$ cat src/rtl/chaos_sync_checker_pkg.sv
// Shared definitions for the quadratic-map chaos stream: map constants and
// the checker FSM state encoding.
package chaos_pkg;

  localparam logic signed [15:0] CHAOS_SEED = 16'sh7EF0;
  localparam logic signed [15:0] CHAOS_ONE  = 16'sh7FFF;

  typedef enum logic [1:0] {
    HUNT   = 2'd0,
    VERIFY = 2'd1,
    LOCK   = 2'd2
  } state_t;

endpackage

$ cat src/rtl/quadratic_step.sv
// One iteration of the quadratic chaos map, f(x) = 1 - 4x^2 in Q1.15,
// bit-exact with the generator.
module quadratic_step
  import chaos_pkg::*;
(
  input  logic signed [15:0] x,
  output logic signed [15:0] y
);

  logic signed [28:0] xe;
  logic signed [28:0] sq;

  // Bits [30:15] of (x*x)<<<2 are bits [28:13] of x*x, so only the low
  // 29 bits of the square are ever needed.
  always_comb begin
    xe = 29'(x);
    sq = xe * xe;
    y  = CHAOS_ONE - 16'(sq >> 13);
  end

endmodule

$ cat config.mk
export PLATFORM = sky130hd
export DESIGN_NAME = quadratic_step
export DESIGN_NICKNAME = d
export VERILOG_FILES = /design/src/rtl/chaos_sync_checker_pkg.sv /design/src/rtl/quadratic_step.sv
export SDC_FILE = /design/constraint.sdc
export NUM_CORES = 1
export LEC_CHECK = 0
export BUFFER_PORTS_ARGS = -buffer_cell sky130_fd_sc_hd__buf_4
export CORE_ASPECT_RATIO = 0.9
export CORE_MARGIN = 1
export CORE_UTILIZATION = 30
export DETAILED_ROUTE_END_ITERATION = 6
export PLACE_DENSITY = 0.41
export SETUP_SLACK_MARGIN = 0.5
export SLEW_MARGIN = 20
export SYNTH_ARGS = -nofsm -noshare
export SYNTH_HDL_FRONTEND = slang
export SYNTH_SLANG_ARGS = --single-unit
$ cat constraint.sdc
create_clock -name vclk -period 8.4
set_clock_uncertainty 0.2 [all_clocks]
set_input_delay 0.84 -clock vclk [all_inputs]
set_output_delay 0.84 -clock vclk [all_outputs]
set_load 0.005 [all_outputs]
# Word level (Yosys, flattened, before mapping)
# Index checks and enable logic that the tools add are counted.
# classes
addsub	1
multipliers	1
div	0
order_cmp	0
eq_ne	0
shifts	0
mux	0
n_bitwise	0
n_reduce_logical	0
# ops
operator	n
multiplier 16 x 16 -> 29 bit	1
subtractor 16 bit, first input constant	1
# totals
register_bits	0
latchBits	0
ramBits	0
romBits	0
input_bits	16
out_inout_bits	16
elab_cells	2
memories	0

# Longest topological paths before layout
# logic_depth
depth_word	2
mapped_depth	25
depth_no_buf	23

# Worst setup path after synthesis
# OpenSTA, ideal clock, no wires.
# synth_timing
kind	input-to-output
from	input port x[15]
to	output port y[15]
arrival_time_ns	6.265
required_time_ns	7.360
slack_ns	1.095
path_stages	21
path_buffers	3
cell_sequence	buf_2 -> inv_1 -> clkbuf_1 -> nor2_1 -> fa_1 -> inv_1 -> fa_1 -> inv_1 -> fa_1 -> fa_1 -> fa_1 -> fa_1 -> ha_1 -> clkbuf_1 -> a21o_1 -> a21oi_1 -> o21ai_0 -> a21oi_1 -> o21ai_0 -> a21oi_1 -> xnor2_1
# synth_between
elab_chain_cells	2
# synth_rtl
item	line	source
from (decl)	quadratic_step.sv:6	input logic signed [15:0] x,
multiplier 16 x 16 -> 29 bit	quadratic_step.sv:17	sq = xe * xe;
subtractor 16 bit	quadratic_step.sv:18	y = CHAOS_ONE - 16'(sq >> 13);
to (decl)	quadratic_step.sv:7	output logic signed [15:0] y
# Every way passes these cells.

# Worst setup path in the final report
# layout_timing
from	input port x[2]
to	output port y[11]
# Same word-level chain as after synthesis.

==> flow_summary.toml <==
[setup_path]
path_max_fanout = 14
worstPathArrival_ps = 6520
crit_path_cell_trace = "buf_4, inv_1, nor2_1, fa_1, inv_1, fa_1, inv_1, fa_1, inv_1, fa_1, fa_1, inv_1, fa_1, ha_1, a211oi_1, nor2_1, nor2_1, o21a_1, o21ai_2, a41o_1, a21oi_2, xnor2_1, buf_4"
cp.required_ps = 7360
critical_path_class = "in -> out"
critPathMaxStageDelay_ps = 530
cp-end-kind = "primary output"
start_kind = "input pin"
slowest_stage = "fa_1"
crit_top_cell = "fa_1"

[die]
fp.dieW_microns = 173
core_area_sq_mm = 0.0260
die_height_microns = 156
num_rows = 56
start_util_pct = 30.4
fp.dieArea_sq_mm = 0.0270
ios = 32

[drt]
via_count = 5153
firstDrtPassIters = 4
routed_wl_microns = 17800
wl_per_cell_microns = 14.5
vias_per_cell = 4.20
ant_nets = 0
drt_iter0_drc = 235
drc = 0

[synthesis]
yosysUniqueCellTypes = 37
yosys_warnings = 0
synth_nets = 1177
ys_seq_area_share_pct = 0
synth_area_sq_mm = 0.00792
syn_area_per_cell_sq_um = 9.15
syn_inst = 865

[grt]
grt_pass1_wl_microns = 31300
grt.total_usage_pct = 14.6
first_global_vias = 5977
gr-total-overflow = 0
grt_max_degree = 22
antenna_found_initial = 0

[layout]
final_cell_area_sq_mm = 0.00856
register_area_sq_um = 0
layout-drive-gt1-share_pct = 5.92
layout_commonest_cell = "inv_1"
mostFrequentLayoutCells = "inv_1 (297), fa_1 (213), ha_1 (81)"
diodes = 0
fin_nets = 1193
clkbuf_count = 0
nFlopsAndLatches = 0
area_growth_pct = 8.16
fillers = 2752

[timing]
period_needed_ps = 7560
rsz0062_at_grt = "yes"
fin_crit_sh_pct = 90.0
tns_ps = 0
relSlewSlack_pct = 71.2
tightest_slew_ps = 431
finalHoldViolCount = 0
setup_viol = 0
clock.fmax_ghz = 0.132
slew_viol_final = 0

[placement]
dp_hpwl_microns = 15900
finalWeightedCongestion = 0.760
dpl_cell_area_sq_mm = 0.00853
portBuffers = 32

[worst_hold_path]
min_path_type = "in -> out"

[run_status]
status = "finished clean"

[flow_run]
maxCapViolCount = 0

[clock_tree]
hold_buffers = 0
Yosys cell counts (3+ instances only):
cell | n | area share (%)
nand3_1 | 4 | 0.25
nand2_1 | 76 | 3.6
and2_1 | 34 | 2.7
a31o_2 | 3 | 0.33
nor3_1 | 3 | 0.19
inv_1 | 297 | 14
a21oi_1 | 17 | 1.1
ha_1 | 82 | 13
xnor2_1 | 28 | 3.1
o21ai_0 | 6 | 0.38
nand2b_1 | 5 | 0.40
nand4_1 | 5 | 0.40
xor2_1 | 7 | 0.77
a21o_1 | 6 | 0.57
nor2_1 | 34 | 1.6
clkbuf_1 | 21 | 1.0
fa_1 | 214 | 54
kinds of logic after synthesis:
logic type | Yosys count | synth area share (%)
muxes | 1 | 0.142
adders and majority gates | 296 | 67.1
AOI/OAI and AO/OA | 46 | 4.08
buffers and inverters | 320 | 15.2
xor gates and xnor gates | 35 | 3.87
and+or+nand+nor | 167 | 9.63
layout make-up:
cell class         count  area, sq um  share of cell area (%)
well taps            348          435                    5.09
multi-input cells    545         6730                    78.6
inverters            297         1110                    13.0
repair buffers        37          278                    3.24
stage by stage:
step	util, %	setup slack, ps	hold slack, ps	cells
floorplan	-	1090	1970	865
global placement	32.8	522	2430	1225
detailed placement	32.8	468	2410	1225
CTS	32.8	592	2420	1225
global route	32.9	449	2510	1227
finish	32.9	842	2400	1227
what timing repair did:
item | CTS | global route
setup endpoints to repair | 1 | 7
gates resized for setup | 1 | 5
pin swaps | 0 | 1
setup buffers | 0 | 2
cloned | 0 | 0
critical path, delay by kind of cell:
family / cells / cell delay [ps]
adder cells (fa/ha/maj): 7 / 3270
AO/OA/AOI/OAI: 5 / 1110
buffers and inverters: 7 / 690
AND/OR/NAND/NOR: 3 / 450
XOR/XNOR: 1 / 130
layer usage:
layer,track usage (%),part of all wire (%),vias to the layer above
li1,-,-,2478
met3,0.341,2.0,6
met2,25.5,48,50
met1,21.0,49,2619
met4,0.885,0.75,0
met5,0,0,-
final timing paths:
check	start	endpoint	slack [ps]	cells past startpoint
setup / recovery	x[2]	y[11]	840	23
hold / removal	x[13]	y[15]	2400	7
Power is left out: the tool's default activity adds up to more than one toggle a clock period on the data nets, which glitch-free logic cannot reach.
